[config.mk]
export PLATFORM = sky130hd
export DESIGN_NAME = motor_ramp_sequencer
export DESIGN_NICKNAME = d
export VERILOG_FILES = /design/src/rtl/motor_ramp_sequencer_pkg.sv /design/src/rtl/motor_ramp_sequencer_ramp_step_calc.sv /design/src/rtl/motor_ramp_sequencer.sv
export SDC_FILE = /design/constraint.sdc
export NUM_CORES = 1
export LEC_CHECK = 0
export ABC_AREA = 0
export ABC_CLOCK_PERIOD_IN_PS = 12400
export CAP_MARGIN = 40
export CORE_ASPECT_RATIO = 0.5
export CORE_MARGIN = 10
export CORE_UTILIZATION = 60
export DETAILED_ROUTE_END_ITERATION = 7
export GPL_ROUTABILITY_DRIVEN = 0
export PLACE_DENSITY = 0.76
export SLEW_MARGIN = 10
export SYNTH_ARGS = -nofsm -noshare
export SYNTH_HDL_FRONTEND = slang
export SYNTH_HIERARCHICAL = 1
export SYNTH_SLANG_ARGS = --single-unit
[constraint.sdc]
create_clock -name clk -period 12.4 [get_ports clk]
set_clock_uncertainty 0.1 [all_clocks]
set_input_delay 1.86 -clock clk [delete_from_list [all_inputs] [get_ports clk]]
set_output_delay 1.86 -clock clk [all_outputs]
set_load 0.1 [all_outputs]
[src/rtl/motor_ramp_sequencer_pkg.sv]
// Register map, FSM encoding and duty width shared by the motor ramp sequencer files.
`ifndef PERIOD_LENGTH
`define PERIOD_LENGTH 16
`endif

package motor_ramp_sequencer_pkg;

  localparam int PERIOD_LENGTH_DEF = `PERIOD_LENGTH;

  localparam logic [3:0] DIR_BASE    = 4'd0;
  localparam logic [3:0] DUTY_BASE   = 4'd8;
  localparam logic [3:0] PERIOD_ADDR = 4'd14;

  localparam logic [2:0] ST_INIT      = 3'd0;
  localparam logic [2:0] ST_IDLE      = 3'd1;
  localparam logic [2:0] ST_PERIOD_WR = 3'd2;
  localparam logic [2:0] ST_SCAN_DUTY = 3'd3;
  localparam logic [2:0] ST_SCAN_DIR  = 3'd4;
  localparam logic [2:0] ST_DONE      = 3'd5;

  function automatic logic [3:0] reg_addr(input logic [3:0] base, input logic [2:0] idx);
    return base + {1'b0, idx};
  endfunction

endpackage

[src/rtl/motor_ramp_sequencer_ramp_step_calc.sv]
// One slew step of a duty value toward its goal, clamped so it never overshoots or wraps.
module ramp_step_calc #(
  parameter int PERIOD_LENGTH = 16,
  parameter int RAMP_STEP     = 16
) (
  input  logic [PERIOD_LENGTH-1:0] cur_duty,
  input  logic [PERIOD_LENGTH-1:0] tgt_duty,
  input  logic                     force_zero,
  output logic [PERIOD_LENGTH-1:0] next_duty,
  output logic                     changed
);

  localparam logic [PERIOD_LENGTH:0] STEP = (PERIOD_LENGTH + 1)'(RAMP_STEP);

  logic [PERIOD_LENGTH:0] cur_ext;
  logic [PERIOD_LENGTH:0] tgt_ext;
  logic [PERIOD_LENGTH:0] diff;
  logic [PERIOD_LENGTH:0] delta;
  logic [PERIOD_LENGTH:0] next_ext;

  always_comb begin
    cur_ext  = {1'b0, cur_duty};
    tgt_ext  = {1'b0, tgt_duty};
    diff     = (tgt_ext >= cur_ext) ? (tgt_ext - cur_ext) : (cur_ext - tgt_ext);
    delta    = (diff > STEP) ? STEP : diff;
    next_ext = cur_ext;
    if (force_zero) begin
      next_ext = '0;
    end else if (tgt_ext >= cur_ext) begin
      next_ext = cur_ext + delta;
    end else begin
      next_ext = cur_ext - delta;
    end
    next_duty = next_ext[PERIOD_LENGTH-1:0];
    changed   = (next_ext != cur_ext);
  end

endmodule

[src/rtl/motor_ramp_sequencer.sv]
// Avalon-MM write master that initialises the motor slave, then slews duty and direction
// registers once per ramp tick with dead time before reversal and an emergency stop.
module motor_ramp_sequencer
  import motor_ramp_sequencer_pkg::*;
#(
  parameter int          NUM_MOTORS    = 6,
  parameter int          PERIOD_LENGTH = PERIOD_LENGTH_DEF,
  parameter int          RAMP_STEP     = 16,
  parameter int          TICK_DIV      = 50000,
  parameter int          DEAD_TICKS    = 4,
  parameter logic [15:0] PERIOD_INIT   = 16'd1000
) (
  input  logic                     clk,
  input  logic                     reset,
  input  logic                     cmd_valid,
  output logic                     cmd_ready,
  input  logic [2:0]               cmd_motor,
  input  logic [1:0]               cmd_dir,
  input  logic [PERIOD_LENGTH-1:0] cmd_duty,
  input  logic                     period_valid,
  input  logic [15:0]              period_value,
  input  logic                     estop,
  output logic                     av_chipselect,
  output logic                     av_write,
  output logic [3:0]               av_addr,
  output logic [31:0]              av_writedata,
  output logic                     busy,
  output logic                     cmd_err
);

  localparam int              TW        = (TICK_DIV > 1) ? $clog2(TICK_DIV) : 1;
  localparam int              DW        = $clog2(DEAD_TICKS + 2);
  localparam logic [TW-1:0]   TICK_LAST = TW'(TICK_DIV - 1);
  localparam logic [DW-1:0]   DEAD_MAX  = DW'(DEAD_TICKS);
  localparam logic [2:0]      LAST_IDX  = 3'(NUM_MOTORS - 1);
  localparam logic [3:0]      NM        = 4'(NUM_MOTORS);
  localparam logic [3:0]      INIT_LAST = 4'(2 * NUM_MOTORS);

  logic [2:0]               state_reg;
  logic [2:0]               idx_reg;
  logic [3:0]               init_cnt_reg;
  logic [TW-1:0]            tick_cnt_reg;
  logic                     tick_pending_reg;
  logic                     period_pending_reg;
  logic [15:0]              period_reg;
  logic [1:0]               scan_tgt_dir_reg;

  logic [PERIOD_LENGTH-1:0] cur_duty_reg [NUM_MOTORS];
  logic [1:0]               cur_dir_reg  [NUM_MOTORS];
  logic [PERIOD_LENGTH-1:0] tgt_duty_reg [NUM_MOTORS];
  logic [1:0]               tgt_dir_reg  [NUM_MOTORS];
  logic [DW-1:0]            dead_cnt_reg [NUM_MOTORS];

  logic                     tick;
  logic                     cmd_accept;
  logic                     dir_differs;
  logic [PERIOD_LENGTH-1:0] eff_tgt;
  logic [PERIOD_LENGTH-1:0] next_duty;
  logic                     duty_changed;

  assign tick        = (state_reg != ST_INIT) && (tick_cnt_reg == TICK_LAST);
  assign cmd_ready   = !estop && (state_reg != ST_INIT);
  assign cmd_accept  = cmd_valid && cmd_ready;
  assign busy        = (state_reg != ST_IDLE);
  assign dir_differs = (cur_dir_reg[idx_reg] != tgt_dir_reg[idx_reg]);
  // A pending reversal ramps toward zero regardless of the commanded duty.
  assign eff_tgt     = dir_differs ? '0 : tgt_duty_reg[idx_reg];

  ramp_step_calc #(
    .PERIOD_LENGTH (PERIOD_LENGTH),
    .RAMP_STEP     (RAMP_STEP)
  ) u_ramp (
    .cur_duty   (cur_duty_reg[idx_reg]),
    .tgt_duty   (eff_tgt),
    .force_zero (estop),
    .next_duty  (next_duty),
    .changed    (duty_changed)
  );

  always_ff @(posedge clk or negedge reset) begin
    if (!reset) begin
      for (int i = 0; i < NUM_MOTORS; i++) begin
        tgt_dir_reg[i]  <= '0;
        tgt_duty_reg[i] <= '0;
      end
      cmd_err <= 1'b0;
    end else begin
      cmd_err <= cmd_accept && (int'(cmd_motor) >= NUM_MOTORS);
      for (int i = 0; i < NUM_MOTORS; i++) begin
        if (estop) begin
          tgt_dir_reg[i]  <= '0;
          tgt_duty_reg[i] <= '0;
        end else if (cmd_accept && (cmd_motor == 3'(i))) begin
          tgt_dir_reg[i]  <= cmd_dir;
          tgt_duty_reg[i] <= cmd_duty;
        end
      end
    end
  end

  always_ff @(posedge clk or negedge reset) begin
    if (!reset) begin
      tick_cnt_reg       <= '0;
      tick_pending_reg   <= 1'b0;
      period_reg         <= PERIOD_INIT;
      period_pending_reg <= 1'b0;
    end else begin
      if (state_reg != ST_INIT) begin
        tick_cnt_reg <= tick ? '0 : (tick_cnt_reg + TW'(1));
      end
      // IDLE consumes any tick directly, so the pending flag only builds up while scanning.
      tick_pending_reg <= (state_reg != ST_IDLE) && (state_reg != ST_INIT) &&
                          (tick_pending_reg || tick);
      if (period_valid) begin
        period_reg         <= period_value;
        period_pending_reg <= 1'b1;
      end else if (state_reg == ST_PERIOD_WR) begin
        period_pending_reg <= 1'b0;
      end
    end
  end

  always_ff @(posedge clk or negedge reset) begin
    if (!reset) begin
      state_reg        <= ST_INIT;
      idx_reg          <= '0;
      init_cnt_reg     <= '0;
      scan_tgt_dir_reg <= '0;
      av_chipselect    <= 1'b0;
      av_write         <= 1'b0;
      av_addr          <= '0;
      av_writedata     <= '0;
      for (int i = 0; i < NUM_MOTORS; i++) begin
        cur_duty_reg[i] <= '0;
        cur_dir_reg[i]  <= '0;
        dead_cnt_reg[i] <= '0;
      end
    end else begin
      av_chipselect <= 1'b0;
      av_write      <= 1'b0;
      av_addr       <= '0;
      av_writedata  <= '0;
      case (state_reg)
        ST_INIT: begin
          av_chipselect <= 1'b1;
          av_write      <= 1'b1;
          if (init_cnt_reg < NM) begin
            av_addr <= reg_addr(DIR_BASE, init_cnt_reg[2:0]);
          end else if (init_cnt_reg < INIT_LAST) begin
            av_addr <= reg_addr(DUTY_BASE, 3'(init_cnt_reg - NM));
          end else begin
            av_addr      <= PERIOD_ADDR;
            av_writedata <= 32'(period_reg);
          end
          if (init_cnt_reg == INIT_LAST) begin
            init_cnt_reg <= '0;
            state_reg    <= ST_IDLE;
          end else begin
            init_cnt_reg <= init_cnt_reg + 4'd1;
          end
        end
        ST_IDLE: begin
          idx_reg <= '0;
          if (tick || tick_pending_reg) begin
            state_reg <= period_pending_reg ? ST_PERIOD_WR : ST_SCAN_DUTY;
          end
        end
        ST_PERIOD_WR: begin
          av_chipselect <= 1'b1;
          av_write      <= 1'b1;
          av_addr       <= PERIOD_ADDR;
          av_writedata  <= 32'(period_reg);
          state_reg     <= ST_SCAN_DUTY;
        end
        ST_SCAN_DUTY: begin
          cur_duty_reg[idx_reg] <= next_duty;
          // Freeze the target direction so a command landing mid-scan waits for the next tick.
          scan_tgt_dir_reg      <= tgt_dir_reg[idx_reg];
          if (duty_changed) begin
            av_chipselect <= 1'b1;
            av_write      <= 1'b1;
            av_addr       <= reg_addr(DUTY_BASE, idx_reg);
            av_writedata  <= 32'(next_duty);
          end
          state_reg <= ST_SCAN_DIR;
        end
        ST_SCAN_DIR: begin
          if (cur_dir_reg[idx_reg] != scan_tgt_dir_reg) begin
            if (cur_duty_reg[idx_reg] == '0) begin
              if (dead_cnt_reg[idx_reg] < DEAD_MAX) begin
                dead_cnt_reg[idx_reg] <= dead_cnt_reg[idx_reg] + DW'(1);
              end else begin
                cur_dir_reg[idx_reg]  <= scan_tgt_dir_reg;
                dead_cnt_reg[idx_reg] <= '0;
                av_chipselect         <= 1'b1;
                av_write              <= 1'b1;
                av_addr               <= reg_addr(DIR_BASE, idx_reg);
                av_writedata          <= {30'd0, scan_tgt_dir_reg};
              end
            end
          end else begin
            dead_cnt_reg[idx_reg] <= '0;
          end
          if (idx_reg == LAST_IDX) begin
            state_reg <= ST_DONE;
          end else begin
            idx_reg   <= idx_reg + 3'd1;
            state_reg <= ST_SCAN_DUTY;
          end
        end
        ST_DONE: state_reg <= ST_IDLE;
        default: state_reg <= ST_IDLE;
      endcase
    end
  end

endmodule

* Yosys cells after proc, flatten, opt, wreduce, memory -nomap -nowiden *
Index checks and enable logic that the tools add are counted.

word-level totals
  word-level logic and storage cells = 203
  bits in read-only memories = 0
  memories = 0
  flip-flop bits (word level) = 318
  bits in writable memories = 0
  bits in latches = 0
  input port bits = 42
  output and inout bits = 41

cells by class
  multiplexer cells = 86
  div/mod/pow operators = 0
  $add $sub $neg = 11
  reduce and logical (&&, ||, !) cells = 32
  shift-type cells = 0
  order comparisons = 8
  equality and inequality tests = 20
  multipliers = 0
  bitwise logic cells = 4

operators by type and width
  cell                   number
  $mux 16                22
  $bmux 16 s3            2
  $bwmux 96              1
  $mux 17                4
  $pmux 16 s4            1
  $mux 18                3
  $demux 16 s3           1
  $mux 2                 20
  $sub 16x16->17         2
  $mux 3                 10
  $and 18x18->18         1
  $bwmux 18              1
  $not 18->18            1
  $add 16x17->17         1
  $gt 17x5->1 const B    1
  $ne 17x16->1           1
  $sub 16x17->17         1
  $add 16x1->16 const B  1
  $eq 16x16->1 const B   1
  $ge 16x16->1           1
  $logic_not 16->1       1
  $mux 4                 4
  $pmux 4 s4             1
  $reduce_bool 2->1      8
  37 further kinds       71

* Logic depth before layout (Yosys ltp) *
Gate-level depths: netlist of run 1.

  word-level depth = 16
  depth in mapped cells = 44
  mapped depth without buffers = 40

* Hierarchy *
Netlist of run 1, hierarchy kept.

by module, submodules not included
  module                area each (sq um)  sequential area each (sq um)  cells an instance  instances
  motor_ramp_sequencer  14420.1            7564.8                        1337               1
  ramp_step_calc        3469.6             0.0                           502                1

* Least setup slack after synthesis of run 1 *
No wires, ideal clock.

  path kind = register to register
  start = register idx_reg[0]
  end = register av_writedata[0]
  setup slack = 3571 ps
  library setup time = 127 ps
  stages on the path, launching flop included = 41
  arrival time = 8603 ps
  data required time = 12173 ps
  period minus slack after synthesis = 8829 ps
  path buffers = 6
  cell sequence = dfrtp_1 buf_6 buf_4 buf_2 mux4_2 a21oi_1 xnor2_1 nand2_1 buf_2 nor3_1 ha_1 buf_2 a21oi_1 o22ai_1 nor3_2 or2_1 mux2i_1 xnor2_1 [5 not listed] nor3_1 o21a_1 a21oi_1 ha_1 nor2_1 or2_1 a211oi_2 nor3_1 or4_1 a2111oi_2 nand4bb_1 a2111oi_1 nand4_1 or4_1 and3_1 clkbuf_1 a22oi_1 o21ai_1

on the way
  longest elaborated chain between the ends = 16
  elaborated cells between the ends (all ways) = 37
  those cells by class = add/sub (4); order compare (3); eq/ne (3); mux (25); bitwise (1); reduce/logical (1)

ends and longest elaborated chain
  element                                           RTL line                                                                              RTL
  start: declaration                                motor_ramp_sequencer.sv:40                                                            logic [2:0] idx_reg;
  start signal: assignment                          motor_ramp_sequencer.sv:207                                                           idx_reg <= idx_reg + 3'd1;
  $not 3->4 (implied by the code) *                 motor_ramp_sequencer.sv:65, motor_ramp_sequencer.sv:67
  $bmux 2 s3                                        motor_ramp_sequencer.sv:65                                                            assign dir_differs = (cur_dir_reg[idx_reg] != tgt_dir_reg[idx_reg]);
  $mux 2 (implied by the code) (2 in series)        motor_ramp_sequencer.sv:65
  $ne 2x2->1                                        motor_ramp_sequencer.sv:65
  $mux 16 *                                         motor_ramp_sequencer.sv:67                                                            assign eff_tgt = dir_differs ? '0 : tgt_duty_reg[idx_reg];
  net eff_tgt[8]                                    motor_ramp_sequencer.sv:57                                                            logic [PERIOD_LENGTH-1:0] eff_tgt;
  $sub 16x16->17 or $ge 16x16->1 (tied branches)    motor_ramp_sequencer_ramp_step_calc.sv:24, motor_ramp_sequencer_ramp_step_calc.sv:29
  $mux 17                                           motor_ramp_sequencer_ramp_step_calc.sv:24                                             diff = (tgt_ext >= cur_ext) ? (tgt_ext - cur_ext) : (cur_ext - tgt_ext);
  $gt 17x5->1                                       motor_ramp_sequencer_ramp_step_calc.sv:25                                             delta = (diff > STEP) ? STEP : diff;
  $mux 17                                           motor_ramp_sequencer_ramp_step_calc.sv:25
  $sub 16x17->17 or $add 16x17->17 (tied branches)  motor_ramp_sequencer_ramp_step_calc.sv:32, motor_ramp_sequencer_ramp_step_calc.sv:30
  $mux 17 *                                         motor_ramp_sequencer_ramp_step_calc.sv:29                                             end else if (tgt_ext >= cur_ext) begin
  $mux 17 *                                         motor_ramp_sequencer_ramp_step_calc.sv:27                                             if (force_zero) begin
  $ne 17x16->1 *                                    motor_ramp_sequencer_ramp_step_calc.sv:35                                             changed = (next_ext != cur_ext);
  net duty_changed                                  motor_ramp_sequencer.sv:59                                                            logic duty_changed;
  $mux 16 *                                         motor_ramp_sequencer.sv:179                                                           if (duty_changed) begin
  $pmux 16 s4 *                                     motor_ramp_sequencer.sv:143                                                           case (state_reg)
  end signal: assignment                            motor_ramp_sequencer.sv:153                                                           av_writedata <= 32'(period_reg);
  end signal: assignment                            motor_ramp_sequencer.sv:183                                                           av_writedata <= 32'(next_duty);
  end signal: assignment                            motor_ramp_sequencer.sv:198                                                           av_writedata <= {30'd0, scan_tgt_dir_reg};
  end: declaration                                  motor_ramp_sequencer.sv:26                                                            output logic [31:0] av_writedata,

Mark *: on every way through the listed nets, which the timed path passes. The rest lies on a longest branch. The select of a mux whose other input is x is not followed.
A chain may end at the register's enable or synchronous reset.

* Final worst setup path of run 1 *
  start = register idx_reg[1]
  end = register av_writedata[15]

The elaborated chain is that of the path after synthesis.

==> results of run 1 <==
## report_power, final
group	leakage, nW	total (mW)	switching [mW]	internal [mW]
logic	3.99	0.199	0.134	0.0647
clock network	0.486	0.950	0.382	0.568
registers	4.12	1.00	0.00687	0.998
total	8.60	2.15	0.523	1.63
## worst max-delay path, delay by kind of cell (launching register included)
kind | cells | cell delay [ns]
adders and majority gates | 3 | 0.93
DFF | 1 | 0.86
and+or+nand+nor | 18 | 5.56
AOI/OAI and AO/OA | 10 | 2.50
buffers and inverters | 2 | 0.30
muxes | 1 | 0.15
xor gates and xnor gates | 2 | 0.65
## cells by family after synthesis
logic type                 Yosys count  synth area share [%]
other                                1                0.0210
and+or+nand+nor                    572                  15.5
DFF                                302                  42.3
buffers and inverters              199                  5.29
muxes                              240                  15.1
adders and majority gates           60                  4.32
xor gates and xnor gates            43                  2.15
AOI/OAI and AO/OA                  422                  15.4
## cells in the final DEF, fill, tap and decap left out, drive strengths merged, types with 9 or more instances in the layout
master	instances
a31oi	11
a21oi	160
nand2	272
conb	16
o21a	12
dfrtp	296
clkdlybuf4s50	64
nor3	42
inv	71
xnor2	22
nand4	15
mux2i	93
buf	67
o211ai	22
nor2b	13
a22o	16
a21o	22
xor2	21
clkbuf	32
o22ai	21
or3	17
o221ai	23
a41oi	9
o21ai	66
nor2	102
mux4	10
o31ai	9
nand3	31
mux2	137
nand2b	17
ha	57
## worst min-delay path by stage
stage | slack (ns) | startpoint | end
floorplan | 0.34 | period_pending_reg | period_pending_reg
global placement | 0.35 | period_pending_reg | period_pending_reg
detailed placement | 0.36 | period_pending_reg | period_pending_reg
CTS | 0.37 | period_pending_reg | period_pending_reg
global route | 0.39 | period_pending_reg | period_pending_reg
finish | 0.38 | period_pending_reg | period_pending_reg
## metal layers
metal / track usage, % / vias to the layer above / wire (µm) / share of wire [%]
met1: 34.4 / 7088 / 21200 / 44
li1: - / 6615 / - / -
met3: 5.07 / 101 / 3980 / 8.2
met2: 40.0 / 588 / 22100 / 46
met5: 0 / - / 0 / 0
met4: 7.24 / 0 / 1180 / 2.4
## layout make-up
cell class | instances | area (µm²)
well taps | 391 | 489
multi-input cells | 1353 | 9450
clock buffers | 32 | 734
inverters | 71 | 267
clock inverters | 16 | 263
flip-flops and latches | 302 | 7570
repair buffers | 131 | 1380
fillers | 2209 | 9030
==> results.toml, run 1 <==
[critical_path]
cpPeakStageDelay_ns = 0.86
critPathMaxFanout = 37
crit-reg2reg-launch = "idx_reg[1]"
critPathRequiredTime_ns = 12.72
r2r_slack_ns = 1.19
crit_start = "idx_reg[1]"
crit_end = "av_writedata[15]"
r2r_cells = 36
endpoint_kind = "flip-flop"
r2r_end = "av_writedata[15]"
arrival_ns = 11.53
start_kind = "flip-flop"
cp_slowest_cell = "dfrtp_2"
path_class = "flip-flop to flip-flop"

[layout]
fin_util_pct = 69.0
n_antenna_cell = 0
drive_above_1_share_pct = 16.6
syn2layout_area_growth_pct = 12.6
fin_cells = 2296
design_area_um2 = 20100
finalNetCount = 1988

[floorplanning]
rows = 44
start_util_pct = 61.3
die_area_um2 = 37500
fp.coreArea_um2 = 29200
die_h_um = 142
die_w_um = 264
ioPinCount = 83

[placed_design]
hpwl_um = 33900
port_buffers = 66
post-place-cells = 2248
pre_cts_ws_ns = 1.50
place_area_um2 = 19100

[drt]
viasPerCell = 6.27
routed_wirelength_um = 48500
drc_errors = 0
postRouteAntennaNets = 0
vias = 14392
wl_per_cell_um = 21.1
drt_first_pass_iters = 5
drtIter0Drc = 1455

[global_route]
grt_max_degree = 122
grt_pass1_wl_um = 77400
first_global_vias = 14085
grt_antenna_before_repair = 0
track_usage_pct = 25.1
overflow = 0

[sta]
finalSetupViolations = 0
fin_crit_sh_pct = 90.4
fin_ws_ns = 1.19
finalCriticalPeriod_ns = 11.21
max_freq_ghz = 0.0892
relSlewSlack_pct = 37.8
worst_slew_pin_slew_ns = 0.933
holdWs_ns = 0.377
rsz0062_at_grt = "false"
slew_violations = 0
setup_tns_ns = 0
finalHoldViolCount = 0

[yosys]
ys.flop_type = "dfrtp_1"
synth_area_per_cell_um2 = 9.73
netlist_instances = 1839
synth.area.top_cells = "dfrtp_1, mux2_2, nand2_1"
netlist_area_um2 = 17900
yosys.area.top_type = "dfrtp_1"
ys_ff_latch = 302
synth_top_area_share_pct = 41.4
ys_seq_area_share_pct = 42.3
synth_cell_types = 96
synth-edff-count = 0
async_flop_share_pct = 100
synthTopCellsByCount = "dfrtp_1, nand2_1, a21oi_1"
ys_warn_count = 6
synth_most_common_cell = "dfrtp_1"

[hold_path]
min_path_cells = 1
hold_class = "flip-flop to flip-flop"

[power]
p_leak_nw = 8.60
powerDensity_nw_per_um2 = 107
total_power_mw = 2.15
ir_worst_vdd_uv = 168

[cts]
cts_buffer_depth = 3
cts_setup_buffers = 0
worstSkewPairLatency_ns = 0.56
clkTransAtPathRegs_ns = 0.07
htree_levels = 1
cts-resized-gates = 0
cts_tree = "built"
cts_sinks = 302
numCtsBuffers = 27
cts_root_buf = "clkbuf_16"
cts_hold_buffers = 0

[status]
status = "completed"

[job]
cap_violations = 0
Note: power is estimated with default switching activity, not from simulation.
==> run 2, diff against run 1 <==
--- a/config.mk
+++ b/config.mk
@@ -19,3 +19,4 @@
 export SYNTH_HDL_FRONTEND = slang
 export SYNTH_HIERARCHICAL = 1
 export SYNTH_SLANG_ARGS = --single-unit
+export TNS_END_PERCENT = 20
==> results of run 2 <==
Same layout as run 1: the final DEF is identical, and so are final timing and power.
==> run 3, diff against run 2 <==
--- a/config.mk
+++ b/config.mk
@@ -10,10 +10,10 @@
 export CAP_MARGIN = 40
 export CORE_ASPECT_RATIO = 0.5
 export CORE_MARGIN = 10
-export CORE_UTILIZATION = 60
+export CORE_UTILIZATION = 40
 export DETAILED_ROUTE_END_ITERATION = 7
 export GPL_ROUTABILITY_DRIVEN = 0
-export PLACE_DENSITY = 0.76
+export PLACE_DENSITY = 0.54
 export SLEW_MARGIN = 10
 export SYNTH_ARGS = -nofsm -noshare
 export SYNTH_HDL_FRONTEND = slang
==> run 3 against run 2 <==
Compared with the run above:
- power about the same
- maximum frequency grew 0.43%
- global-route usage decreased by 5.9 points
- critical path depth up 1
- critical path type unchanged
- largest power group unchanged
==> results.toml, run 3 (same netlist as run 1, synthesis figures left out) <==
[status]
status = "completed"

[critical_path]
r2r_end = "av_addr[0]"
arrival_ns = 11.52
critPathMaxFanout = 38
path_depth = 37
start_kind = "flip-flop"
r2r_slack_ns = 1.24
cpPeakStageDelay_ns = 0.92
crit-reg2reg-launch = "idx_reg[1]"
path_class = "flip-flop to flip-flop"
crit_buf_inv = 2
crit_family = "simple AND/OR/NAND/NOR gates"
r2r_cells = 37
cp_slowest_cell = "dfrtp_2"
critPathRequiredTime_ns = 12.77
endpoint_kind = "flip-flop"
crit_start = "idx_reg[1]"
crit_end = "av_addr[0]"

[floorplanning]
rows = 54
die_h_um = 170
fp.coreArea_um2 = 43800
ioPinCount = 83
die_w_um = 319
start_util_pct = 40.8
die_area_um2 = 54100

[layout]
finalNetCount = 2000
fillers = 4199
final_cell_mix = "dfrtp_1, nand2_1, a21oi_1"
drive_above_1_share_pct = 17.3
mostFrequentLayoutCell = "dfrtp_1"
multi_input_area_um2 = 9490
regArea_um2 = 7570
syn2layout_area_growth_pct = 15.2
n_antenna_cell = 0

[hold_path]
hold_class = "flip-flop to flip-flop"
hp-start = "period_pending_reg"

[drt]
vias = 14051
viasPerCell = 5.60
routed_wirelength_um = 53000
drtIter0Drc = 1079
drt_first_pass_iters = 5
postRouteAntennaNets = 0
drc_errors = 0
wl_per_cell_um = 21.1

[cts]
cts-resized-gates = 0
cts_hold_buffers = 0
clkTransAtPathRegs_ns = 0.07
cts_tree = "built"
numCtsBuffers = 31
cts_sinks = 302
cts_root_buf = "clkbuf_16"
worstSkewPairLatency_ns = 0.59
cts_buffer_depth = 3
cts_setup_buffers = 0
htree_levels = 1

[global_route]
overflow = 0
grt_pass1_wl_um = 83600
grt_max_degree = 140
track_usage_pct = 19.2
grt_antenna_before_repair = 0
first_global_vias = 14073

[sta]
max_freq_ghz = 0.0896
fin_crit_sh_pct = 90.0
relSlewSlack_pct = 38.6
finalSetupViolations = 0
fin_ws_ns = 1.24
worst_slew_pin_slew_ns = 0.920
finalCriticalPeriod_ns = 11.16
rsz0062_at_grt = "false"
slew_violations = 0
finalHoldViolCount = 0
setup_tns_ns = 0

[job]
cap_violations = 0

[placed_design]
pre_cts_ws_ns = 1.40
hpwl_um = 37500
port_buffers = 66

[power]
p_leak_nw = 8.70
ir_worst_vdd_uv = 85.6
powerDensity_nw_per_um2 = 105
## run 3: worst min path at each step
stage | end | slack, ns | depth (start not counted)
global route | period_pending_reg | 0.40 | 1
global placement | period_pending_reg | 0.36 | 1
detailed placement | period_pending_reg | 0.37 | 1
floorplan | period_pending_reg | 0.34 | 1
CTS | period_pending_reg | 0.38 | 1
finish | period_pending_reg | 0.38 | 1
## run 3: report_power, final
group | leakage, nW | internal [mW] | total (mW) | switching [mW]
Clock | 0.494 | 0.526 | 0.939 | 0.414
Combinational | 4.08 | 0.0692 | 0.211 | 0.142
Sequential | 4.12 | 0.998 | 1.00 | 0.00638
Total | 8.70 | 1.59 | 2.15 | 0.562
## run 3: layout make-up
type | instances | share of cell area [%]
Clock buffer | 47 | 4.40
Clock inverter | 11 | 0.455
Inverter | 71 | 1.29
Multi-Input combinational cell | 1353 | 46.0
Sequential cell | 302 | 36.7
Tap cell | 588 | 3.57
Timing Repair Buffer | 139 | 7.53
## run 3: through the flow
stage                     power, mW  utilization (%)  hold slack [ns]  std cells  area, µm²
after CTS                      2.18             47.0            0.380       2511      20600
final                          2.15             47.0            0.382       2511      20600
after global routing           2.24             47.0            0.404       2511      20600
after floorplan                1.15                -            0.342       1854      17900
after global placement         1.23             43.3            0.355       2412      19000
after detailed placement       1.23             44.7            0.366       2453      19600
## run 3: metal layers
metal	track usage [%]	up-vias	routed length (µm)
met5	0	-	0
met4	4.47	0	1140
met3	4.57	67	3410
met2	29.6	362	22900
met1	27.0	6955	25600
li1	-	6667	-
